$ cat src/rtl/if_id_hazard_stage.sv
// IF/ID pipeline register with load-use hazard detection.
//
// Latches PC+4 and the fetched instruction. It compares the held
// instruction's rs/rt against the target of a load sitting in ID/EX.
// On a hit it holds the PC and IF/ID for STALL_CYCLES cycles and orders
// a control bubble into ID/EX. A branch/jump flush squashes the held slot.
// Saturating stall/flush event counters are kept for debug.
//
// Ports:
//   i_clk, i_rst_n         clock, synchronous active-low reset
//   i_next_pc, i_instr     PC+4 and instruction from IF
//   i_flush                squash the held instruction (branch/jump taken)
//   i_id_ex_mem_read       ID/EX instruction is a load
//   i_id_ex_tar_reg        ID/EX load target register (rt)
//   o_next_pc, o_instr     registered PC+4 / instruction to ID
//   o_valid                held slot is a real instruction
//   o_pc_write             1 = PC may advance (combinational)
//   o_bubble               1 = zero ID/EX controls this cycle (combinational)
//   o_stall_cnt            saturating count of stall cycles
//   o_flush_cnt            saturating count of flush events
module if_id_hazard_stage #(
  parameter int unsigned STALL_CYCLES = 1,
  parameter int unsigned CNT_W        = 16
) (
  input  logic             i_clk,
  input  logic             i_rst_n,
  input  logic [31:0]      i_next_pc,
  input  logic [31:0]      i_instr,
  input  logic             i_flush,
  input  logic             i_id_ex_mem_read,
  input  logic [4:0]       i_id_ex_tar_reg,
  output logic [31:0]      o_next_pc,
  output logic [31:0]      o_instr,
  output logic             o_valid,
  output logic             o_pc_write,
  output logic             o_bubble,
  output logic [CNT_W-1:0] o_stall_cnt,
  output logic [CNT_W-1:0] o_flush_cnt
);

  typedef enum logic {RUN, STALL} state_t;

  localparam logic [2:0] SCNT_INIT   = 3'(STALL_CYCLES - 1);
  localparam bit         MULTI_STALL = (STALL_CYCLES > 1);

  state_t     state;
  logic [2:0] scnt;
  logic [4:0] rs;
  logic [4:0] rt;
  logic       hazard;
  logic       stalling;

  assign rs = o_instr[25:21];
  assign rt = o_instr[20:16];

  // rt is compared regardless of opcode: an I-type whose rt matches the
  // load target stalls too, which is harmless and keeps decode out of here.
  always_comb begin
    hazard   = o_valid & i_id_ex_mem_read & (i_id_ex_tar_reg != 5'd0) &
               ((i_id_ex_tar_reg == rs) | (i_id_ex_tar_reg == rt));
    stalling = ~i_flush & ((state == STALL) | hazard);
    // A flush lets the PC move to the branch target but still bubbles ID/EX.
    o_pc_write = ~stalling;
    o_bubble   = i_flush | stalling;
  end

  always_ff @(posedge i_clk) begin
    if (!i_rst_n) begin
      o_next_pc   <= '0;
      o_instr     <= '0;
      o_valid     <= 1'b0;
      state       <= RUN;
      scnt        <= '0;
      o_stall_cnt <= '0;
      o_flush_cnt <= '0;
    end else if (i_flush) begin
      o_next_pc <= '0;
      o_instr   <= '0;
      o_valid   <= 1'b0;
      state     <= RUN;
      scnt      <= '0;
      if (o_flush_cnt != '1) o_flush_cnt <= o_flush_cnt + 1'b1;
    end else if (state == STALL) begin
      // Hazard is not re-evaluated while the hold is in progress.
      if (o_stall_cnt != '1) o_stall_cnt <= o_stall_cnt + 1'b1;
      scnt <= scnt - 3'd1;
      if (scnt == 3'd1) state <= RUN;
    end else if (hazard) begin
      // The detection cycle is the first held cycle; STALL covers the rest.
      if (o_stall_cnt != '1) o_stall_cnt <= o_stall_cnt + 1'b1;
      if (MULTI_STALL) begin
        state <= STALL;
        scnt  <= SCNT_INIT;
      end
    end else begin
      o_next_pc <= i_next_pc;
      o_instr   <= i_instr;
      o_valid   <= 1'b1;
    end
  end

endmodule

$ cat config.mk
export PLATFORM = sky130hd
export DESIGN_NAME = if_id_hazard_stage
export DESIGN_NICKNAME = d
export VERILOG_FILES = /design/src/rtl/if_id_hazard_stage.sv
export SDC_FILE = /design/constraint.sdc
export NUM_CORES = 1
export LEC_CHECK = 0
export ABC_AREA = 1
export BUFFER_PORTS_ARGS = -buffer_cell sky130_fd_sc_hd__buf_2
export CELL_PAD_IN_SITES_DETAIL_PLACEMENT = 0
export CELL_PAD_IN_SITES_GLOBAL_PLACEMENT = 1
export CORE_MARGIN = 1
export CORE_UTILIZATION = 37
export CTS_CLUSTER_SIZE = 16
export DETAILED_ROUTE_END_ITERATION = 7
export PLACE_DENSITY = 0.85
export RECOVER_POWER = 100
export SLEW_MARGIN = 10
export SYNTH_ARGS = -nofsm -noshare
export SYNTH_HDL_FRONTEND = slang
export SYNTH_SLANG_ARGS = --single-unit
$ cat constraint.sdc
create_clock -name i_clk -period 5.3 [get_ports i_clk]
set_clock_uncertainty 0.2 [all_clocks]
set_input_delay 0.265 -clock i_clk [delete_from_list [all_inputs] [get_ports i_clk]]
set_output_delay 0.265 -clock i_clk [all_outputs]
set_load 0.02 [all_outputs]
==> results of run 1 <==
[metrics by stage]
step | hold WS (ns) | std cells
floorplan | 0.2014 | 644
global placement | 0.2505 | 954
finish | 0.1611 | 1034
detailed placement | 0.2565 | 954
global route | 0.1836 | 1034
CTS | 0.1671 | 1034
[power by group through the flow]
| stage | registers [mW] | clock network (mW) | logic (mW) |
|---|---|---|---|
| 2_1_floorplan | 0.838 | 0 | 0.0654 |
| 3_3_place_gp | 0.812 | 0 | 0.155 |
| 3_5_place_dp | 0.812 | 0 | 0.157 |
| 4_1_cts | 0.795 | 0.744 | 0.193 |
| 5_1_grt | 0.799 | 0.783 | 0.201 |
| 6_report | 0.797 | 0.732 | 0.185 |
[cells in the mapped netlist, drive strengths merged]
cell type	n
nand3	26
nand4	16
clkbuf	8
nand3b	1
buf	21
xnor2	3
xor2	4
nand2	237
o21ai	10
nor2	48
inv	66
ha	4
nor3b	2
a21oi	81
nor4	2
nor3	12
dfxtp	101
a211oi	2
[cell type report]
class,instances,share of cell area (%)
Clock buffer,11,3.991
Clock inverter,5,1.304
Inverter,66,3.951
Multi-Input combinational cell,448,33.84
Sequential cell,101,31.92
Tap cell,168,3.319
Timing Repair Buffer,235,21.67
[flip-flops by register name, indices dropped and copies added (netlist names)]
name / count
o_valid: 1
o_instr: 32
scnt: 3
o_next_pc: 32
o_stall_cnt: 16
o_flush_cnt: 16
state: 1
[worst max-delay path: cells and delay by family]
kind                   cells  cell delay (ns)
and+or+nand+nor            1             1.62
AOI/OAI and AO/OA          1             0.74
buffers and inverters      2             0.68
[per-layer routing]
layer	share of wire, %	vias to the layer above
met5	0	-
li1	-	2467
met3	5.6	16
met4	1.4	0
met2	50	146
met1	43	2201
[cell families after synthesis]
kind of cell	Yosys count	share of synthesized area (%)
buffers and inverters	95	9.545
adder cells (fa/ha/maj)	4	1.058
AO/OA/AOI/OAI	93	13.04
AND/OR/NAND/NOR	344	32.34
XOR/XNOR	7	1.296
flip-flops	101	42.73
[what timing repair did]
action | CTS | global route
hold buffers | 64 | 0
endpoints found under the hold margin | 64 | 0
endpoints found under the setup margin | 0 | 0
[how the worst min path moves through the flow]
stage | start | endpoint | depth (start not counted)
2_1_floorplan | i_instr[27] | o_instr[27] | 2
5_1_grt | i_rst_n | o_stall_cnt[4] | 3
6_report | i_rst_n | o_stall_cnt[15] | 3
3_5_place_dp | o_instr[14] | o_instr[14] | 2
3_3_place_gp | o_instr[2] | o_instr[2] | 2
4_1_cts | i_rst_n | o_stall_cnt[4] | 3
==> results.sh, run 1 <==
export IMPL_status="finished with violations"
export IMPL_violations="max-capacitance violations, max-slew violations"
export IMPL_synth_cell_types=30
export IMPL_ys_warn_count=0
export IMPL_final_area_um2=6334
export IMPL_gp_congestion=0.8228
export IMPL_cts_root_buf="clkbuf_16"
export IMPL_grt_use_total_pct=20.23
export IMPL_cts_buffers=9
export IMPL_timing_rr_end="o_instr[3]"
export IMPL_post_route_util_pct=51.65
export IMPL_setup_slack_ns=1.936
export IMPL_clk_latency_ns=0.34
export IMPL_switching_share_pct=23.84
export IMPL_cts_resized=0
export IMPL_setup_viol=0
export IMPL_clk_pin_slew_ns=0.07
export IMPL_ir_worst_vdd_mv=0.1149
export IMPL_grt_met2_usage_pct=35.02
export IMPL_avgSynthCellArea_um2=7.348
export IMPL_layout_common_cells="197 x nand2_1, 101 x dfxtp_1, 99 x clkbuf_1, 72 x buf_2, 67 x a21oi_1"
export IMPL_rows=40
export IMPL_tightest_slew_ns=2.559
export IMPL_criticalPathCategory="primary input to flip-flop"
export IMPL_p_switching_mw=0.4084
export IMPL_place_detailed_hpwl_um=8249
export IMPL_yosysSeqAreaShare_pct=42.73
export IMPL_ff2ff_setup_slack_ns=2.57
export IMPL_period_share_pct=63.47
export IMPL_synth_area_um2=4732
export IMPL_synthDominantCellAreaShare_pct=42.73
export IMPL_end_kind="flip-flop"
export IMPL_grt_busiest_layer="met2"
export IMPL_wl_um=13150
export IMPL_hp_class="primary input to flip-flop"
export IMPL_cts_tree="done"
export IMPL_antenna_cells=0
export IMPL_hold_viol=0
export IMPL_post_route_drc_count=0
export IMPL_dp_worst_setup_slack_ns=2.514
export IMPL_rsz0062_at_grt="no"
export IMPL_critPathLaunch="i_flush"
export IMPL_ys_ff_latch=101
export IMPL_cp_max_fo=69
export IMPL_vias_per_cell=4.671
export IMPL_yosysTopAreaCell="dfxtp_1"
export IMPL_r2r_cells=10
export IMPL_die_x_um=115.1
export IMPL_grt_max_degree=91
export IMPL_slowest_stage="nand2_1"
export IMPL_post_cts_setup_buffers=0
export IMPL_fmax_ghz=0.2973
export IMPL_power_leakage_nw=2.705
export IMPL_vias=4830
export IMPL_grt_use_met1_pct=23.73
export IMPL_timing_rr_start="o_instr[25]"
export IMPL_min_period_ns=3.364
export IMPL_dpl_instance_area_um2=5604
export IMPL_max_cap_violations=1
export IMPL_die_area_um2=13250
export IMPL_synth_nets=721
export IMPL_dr_pass1_iters=5
export IMPL_io_pins=172
export IMPL_layout_commonest_cell="nand2_1"
export IMPL_grt_overflow_total=0
export IMPL_io_buffers=171
export IMPL_power_frac_comb_pct=10.8
export IMPL_multiInputGateArea_um2=2143
export IMPL_grt_pass1_wl_um=21180
export IMPL_synth_area_leaders="dfxtp_1 43%, nand2_1 15%, a21oi_2 7.2%"
export IMPL_cts_htree_levels=3
export IMPL_avgRoutedWirePerCell_um=12.72
export IMPL_ant_nets=0
export IMPL_regArea_um2=2022
export IMPL_tns_ns=0
export IMPL_p_total_mw=1.714
export IMPL_slew_headroom_pct=-71.01
export IMPL_path_cells="clkbuf_1, inv_1, nand2_1, a21oi_1"
export IMPL_nets=938
export IMPL_fp_dieH_um=115.1
export IMPL_seqPwrFrac_pct=46.5
export IMPL_start_kind="primary input"
export IMPL_areaGrowthSynthToFinish_pct=33.84
export IMPL_drive_above_1_share_pct=16.63
export IMPL_met3_usage_pct=5.008
export IMPL_cts_sinks=101
export IMPL_power_density_nw_per_um2=270.6
export IMPL_clk_path_buf_depth=2
export IMPL_drtIter0Drc=222
export IMPL_start_util_pct=38.59
export IMPL_p_int_mw=1.305
export IMPL_slowest_delay_ns=1.62
export IMPL_design_core_area_um2=12260
export IMPL_n_fill_cell=1257
export IMPL_syn_inst=644
export IMPL_grt_pass1_vias=4602
export IMPL_arrival_ns=3.36
export IMPL_slew_violations=70
export IMPL_timing_critical_path_to="o_instr[3]"
export IMPL_clkPwrFrac_pct=42.7
export IMPL_cp_data_required_time_ns=5.30
export IMPL_antenna_found_initial=0
(Power assumes the default switching activity.)
==> inputs of run 2 (changes only) <==
--- a/config.mk
+++ b/config.mk
@@ -10,10 +10,10 @@
 export CELL_PAD_IN_SITES_DETAIL_PLACEMENT = 0
 export CELL_PAD_IN_SITES_GLOBAL_PLACEMENT = 1
 export CORE_MARGIN = 1
-export CORE_UTILIZATION = 37
+export CORE_UTILIZATION = 31
 export CTS_CLUSTER_SIZE = 16
 export DETAILED_ROUTE_END_ITERATION = 7
-export PLACE_DENSITY = 0.85
+export PLACE_DENSITY = 0.76
 export RECOVER_POWER = 100
 export SLEW_MARGIN = 10
 export SYNTH_ARGS = -nofsm -noshare
==> constraint.sdc (replaced) <==
create_clock -name i_clk -period 3 [get_ports i_clk]
set_clock_uncertainty 0.2 [all_clocks]
set_input_delay 0.15 -clock i_clk [delete_from_list [all_inputs] [get_ports i_clk]]
set_output_delay 0.15 -clock i_clk [all_outputs]
set_load 0.02 [all_outputs]
==> run 2 against run 1 <==
Net effect:
- clock-buffer cell count unchanged
- critical path type is now flip-flop to output port
- critical endpoint is now o_pc_write
- sequential power up 77%
- combinational power up 76%
- via count down 2.2%
- worst hold slack worse by 0.050 ns
- total power up 67%
- the run ends with design-rule violations, max-capacitance violations, max-slew violations left
- largest cell class unchanged
==> results.sh, run 2 (same netlist as run 1, synthesis figures left out) <==
export IMPL_antenna_cells=0
export IMPL_ff2ff_setup_slack_ns=0.57
export IMPL_multiInputGateArea_um2=2128
export IMPL_vias=4724
export IMPL_power_density_nw_per_um2=452.5
export IMPL_max_cap_violations=1
export IMPL_post_cts_setup_buffers=0
export IMPL_timing_rr_end="o_stall_cnt[2]"
export IMPL_regArea_um2=2022
export IMPL_areaGrowthSynthToFinish_pct=34.00
export IMPL_min_delay_start="i_rst_n"
export IMPL_r2r_cells=12
export IMPL_cp_data_required_time_ns=2.65
export IMPL_tns_ns=0
export IMPL_ir_worst_vdd_mv=0.2577
export IMPL_nets=945
export IMPL_cp_max_fo=33
export IMPL_slew_headroom_pct=-2.085
export IMPL_timing_rr_start="o_instr[25]"
export IMPL_place_detailed_hpwl_um=8799
export IMPL_io_buffers=171
export IMPL_hp_class="primary input to flip-flop"
export IMPL_cts_sinks=101
export IMPL_end_kind="output port"
export IMPL_start_util_pct=32.19
export IMPL_die_x_um=125.6
export IMPL_dp_worst_setup_slack_ns=0.8439
export IMPL_avgRoutedWirePerCell_um=12.68
export IMPL_post_route_drc_count=6
export IMPL_rows=44
export IMPL_critPathLaunch="o_instr[25]"
export IMPL_layout_commonest_cell="nand2_1"
export IMPL_n_fill_cell=1570
export IMPL_ant_nets=0
export IMPL_vias_per_cell=4.469
export IMPL_die_area_um2=15760
export IMPL_cts_buffers=9
export IMPL_violations="design-rule violations, max-capacitance violations, max-slew violations"
export IMPL_wl_um=13400
export IMPL_fmax_ghz=0.3915
export IMPL_clk_path_buf_depth=2
export IMPL_setup_slack_ns=0.4456
export IMPL_clk_pin_slew_ns=0.07
export IMPL_status="finished with violations"
export IMPL_start_kind="flip-flop"
export IMPL_reg_top3="o_instr x32, o_next_pc x32"
export IMPL_hold_viol=0
export IMPL_dr_pass1_iters=7
export IMPL_design_core_area_um2=14700
export IMPL_slew_violations=70
export IMPL_tightest_slew_ns=1.531
export IMPL_cts_root_buf="clkbuf_16"
export IMPL_min_period_ns=2.554
export IMPL_holdPathStages=4
export IMPL_drtIter0Drc=253
export IMPL_drive_above_1_share_pct=16.27
export IMPL_grt_pass1_vias=4508
export IMPL_arrival_ns=2.20
export IMPL_power_leakage_nw=2.721
export IMPL_clk_latency_ns=0.35
export IMPL_cts_resized=0
export IMPL_setup_viol=0
export IMPL_grt_overflow_total=0
export IMPL_io_pins=172
export IMPL_grt_max_degree=70
export IMPL_rsz0062_at_grt="no"
export IMPL_hold_end="o_stall_cnt[1]"
export IMPL_layout_common_cells="196 x nand2_1, 102 x clkbuf_1, 101 x dfxtp_1, 76 x a21oi_1, 72 x buf_2"
export IMPL_cts_tree="done"
export IMPL_fp_dieH_um=125.6
export IMPL_criticalPathCategory="flip-flop to output port"
export IMPL_grt_pass1_wl_um=21930
export IMPL_grt_use_total_pct=17.27
export IMPL_gp_congestion=0.8058
export IMPL_ctsHoldBuffers=64
export IMPL_cts_htree_levels=3
export IMPL_period_share_pct=85.15
export IMPL_antenna_found_initial=0
==> run 2: power breakdown <==
group          switching, mW  internal [mW]  leakage, nW  total, mW
logic                  0.180          0.146         1.76      0.326
clock network          0.542          0.596        0.137       1.14
registers             0.0260           1.38        0.824       1.41
total                  0.748           2.12         2.72       2.87
==> run 2: area by class of cell <==
class	count	share of cell area, %
Clock buffer	11	3.828
Clock inverter	5	0.6709
Inverter	66	3.946
Multi-Input combinational cell	448	33.56
Sequential cell	101	31.89
Tap cell	184	3.631
Timing Repair Buffer	242	22.47
==> run 2: critical path, stage by stage, from the launching register on <==
cell and delay (ns):
dfxtp_1 0.39, inv_1 0.05, nand2_1 0.05, nand2_1 0.05
nor2_1 0.09, nand3_1 0.08, nand2_1 0.07, nand2_1 0.12
nand2_8 0.22, clkbuf_4 0.44, nand2_1 0.08, buf_2 0.19
==> run 2: metal layers <==
layer  vias up  GRT usage [%]  part of all wire (%)
met5         -              0                     0
met1      2097          22.92                    48
met2       135          26.60                    44
met4         0          6.600                   1.6
met3        14          4.664                   6.5
li1       2478              -                     -
==> run 2: worst max path at each step <==
stage | slack [ns] | to
2_1_floorplan | 1.13 | o_stall_cnt[13]
3_3_place_gp | 0.87 | o_stall_cnt[1]
3_5_place_dp | 0.84 | o_stall_cnt[1]
6_report | 0.45 | o_pc_write
4_1_cts | 0.54 | o_pc_write
5_1_grt | 0.21 | o_pc_write
==> run 2: per-stage QoR <==
step / cells / utilization [%] / total power, mW / area [µm²] / hold slack [ns]
global route: 1057 / 43.14 / 3.008 / 6341 / 0.1297
global placement: 977 / 38.70 / 1.717 / 5689 / 0.1988
finish: 1057 / 43.14 / 2.869 / 6341 / 0.1116
floorplan: 644 / - / 1.597 / 4732 / 0.08638
CTS: 1057 / 45.00 / 2.928 / 6615 / 0.09452
detailed placement: 977 / 38.70 / 1.717 / 5689 / 0.2032
==> inputs of run 3 (changes only) <==
--- a/config.mk
+++ b/config.mk
@@ -15,6 +15,7 @@
 export DETAILED_ROUTE_END_ITERATION = 7
 export PLACE_DENSITY = 0.76
 export RECOVER_POWER = 100
+export REMOVE_ABC_BUFFERS = 1
 export SLEW_MARGIN = 10
 export SYNTH_ARGS = -nofsm -noshare
 export SYNTH_HDL_FRONTEND = slang
==> run 3 against run 2 <==
Net effect:
- the flow finishes with violations (design-rule violations, max-capacitance violations)
- register-to-register slack lost 0.07 ns
- worst setup slack gained 0.051 ns
- routed wire length shrank 4.1%
- die area is the same
- cell count is essentially flat
- final area grew 0.65%
- flip-flop and latch count is the same
- global-route usage shrank 0.95 points
- combinational power is essentially flat
- clock power is essentially flat
- critical endpoint is now o_instr[5]
- largest cell class unchanged
==> results.sh, run 3 (same netlist as run 1, synthesis figures left out) <==
export IMPL_fin_cells=1058
export IMPL_gp_congestion=0.7435
export IMPL_start_kind="flip-flop"
export IMPL_critPathLaunch="o_instr[16]"
export IMPL_vias=4681
export IMPL_min_period_ns=2.504
export IMPL_cts_root_buf="clkbuf_16"
export IMPL_vias_per_cell=4.424
export IMPL_areaGrowthSynthToFinish_pct=34.88
export IMPL_grt_pass1_vias=4287
export IMPL_met3_usage_pct=2.824
export IMPL_place_detailed_hpwl_um=8571
export IMPL_cts_resized=0
export IMPL_dr_pass1_iters=7
export IMPL_io_buffers=171
export IMPL_arrival_ns=2.55
export IMPL_tightest_slew_ns=1.490
export IMPL_avgRoutedWirePerCell_um=12.15
export IMPL_grt_use_met1_pct=20.53
export IMPL_start_util_pct=32.19
export IMPL_drive_above_1_share_pct=17.51
export IMPL_grt_pass1_wl_um=20820
export IMPL_layout_commonest_cell="nand2_1"
export IMPL_nets=946
export IMPL_clk_latency_ns=0.35
export IMPL_ant_nets=0
export IMPL_rows=44
export IMPL_power_density_nw_per_um2=449.4
export IMPL_cp_max_fo=49
export IMPL_ctsHoldBuffers=64
export IMPL_die_area_um2=15760
export IMPL_wl_um=12860
export IMPL_end_kind="flip-flop"
export IMPL_fp_dieH_um=125.6
export IMPL_hp_class="primary input to flip-flop"
export IMPL_status="finished with violations"
export IMPL_grt_max_degree=50
export IMPL_rsz0062_at_grt="no"
export IMPL_antenna_found_initial=0
export IMPL_setup_viol=0
export IMPL_post_route_drc_count=9
export IMPL_cts_sinks=101
export IMPL_post_cts_setup_buffers=0
export IMPL_power_leakage_nw=2.715
export IMPL_io_pins=172
export IMPL_cts_tree="done"
export IMPL_grt_use_total_pct=16.32
export IMPL_reg_top3="o_instr x32, o_next_pc x32"
export IMPL_grt_met2_usage_pct=26.63
export IMPL_slew_violations=0
export IMPL_die_x_um=125.6
export IMPL_cp_data_required_time_ns=3.04
export IMPL_layout_common_cells="195 x nand2_1, 105 x clkbuf_1, 101 x dfxtp_1, 71 x buf_2, 64 x dlygate4sd3_1"
export IMPL_clk_pin_slew_ns=0.07
export IMPL_max_cap_violations=1
export IMPL_timing_rr_start="o_instr[16]"
export IMPL_ir_worst_vdd_mv=0.2556
export IMPL_fmax_ghz=0.3994
export IMPL_drtIter0Drc=202
export IMPL_design_core_area_um2=14700
export IMPL_grt_busiest_layer="met2"
export IMPL_period_share_pct=83.46
export IMPL_min_delay_start="i_rst_n"
export IMPL_slew_headroom_pct=0.4537
export IMPL_grt_overflow_total=0
export IMPL_dpl_cell_count=978
export IMPL_cts_htree_levels=3
export IMPL_cts_buffers=9
export IMPL_clk_path_buf_depth=2
export IMPL_antenna_cells=0
export IMPL_violations="design-rule violations, max-capacitance violations"
export IMPL_hold_viol=0
export IMPL_tns_ns=0
export IMPL_criticalPathCategory="flip-flop to flip-flop"
-- run 3: final cells by class --
| cell class | instances | area, µm² |
|---|---|---|
| fillers | 1559 | 8317 |
| multi-input cells | 448 | 2168 |
| flip-flops and latches | 101 | 2022 |
| repair buffers | 243 | 1426 |
| inverters | 66 | 250.2 |
| clock buffers | 11 | 242.7 |
| well taps | 184 | 230.2 |
| clock inverters | 5 | 42.54 |
-- run 3: critical path: stages (launching register included) --
cell	delay [ns]
dfxtp_1	0.37
nor2_1	0.06
nor2_1	0.10
nor2_1	0.04
nand3_1	0.07
nand2_2	0.06
nand2_4	0.08
nand2_8	0.19
inv_4	0.41
clkbuf_1	0.52
nand2_1	0.11
a21oi_1	0.15
-- run 3: final timing paths --
path                    endpoint  slack (ns)  cells after the start
hold / removal    o_stall_cnt[5]         0.1                      4
hold reg to reg       o_instr[1]        0.27                      2
setup reg to reg      o_instr[5]        0.50                     11
setup / recovery      o_instr[5]        0.50                     11
-- run 3: stage by stage --
stage | setup WS (ns) | hold slack, ns | power [mW] | area (µm²) | utilization [%]
2_1_floorplan | 0.4880 | 0.07041 | 1.591 | 4531 | -
3_3_place_gp | 0.8003 | 0.1999 | 1.715 | 5697 | 38.76
3_5_place_dp | 0.7855 | 0.2028 | 1.714 | 5697 | 38.76
4_1_cts | 0.5934 | 0.1034 | 2.928 | 6623 | 45.05
5_1_grt | 0.1977 | 0.1140 | 3.007 | 6382 | 43.42
6_report | 0.4963 | 0.09841 | 2.868 | 6382 | 43.42
-- run 3: routing by layer --
layer | wire length, µm | share of wire (%)
met1 | 6077 | 47
met2 | 5999 | 47
met3 | 424 | 3.3
met4 | 353 | 2.7
met5 | 0 | 0
-- run 3: power breakdown --
| group | total [mW] | internal [mW] | switching (mW) |
|---|---|---|---|
| Clock | 1.14 | 0.596 | 0.542 |
| Sequential | 1.40 | 1.38 | 0.0247 |
| Combinational | 0.327 | 0.147 | 0.180 |
| Total | 2.87 | 2.12 | 0.746 |
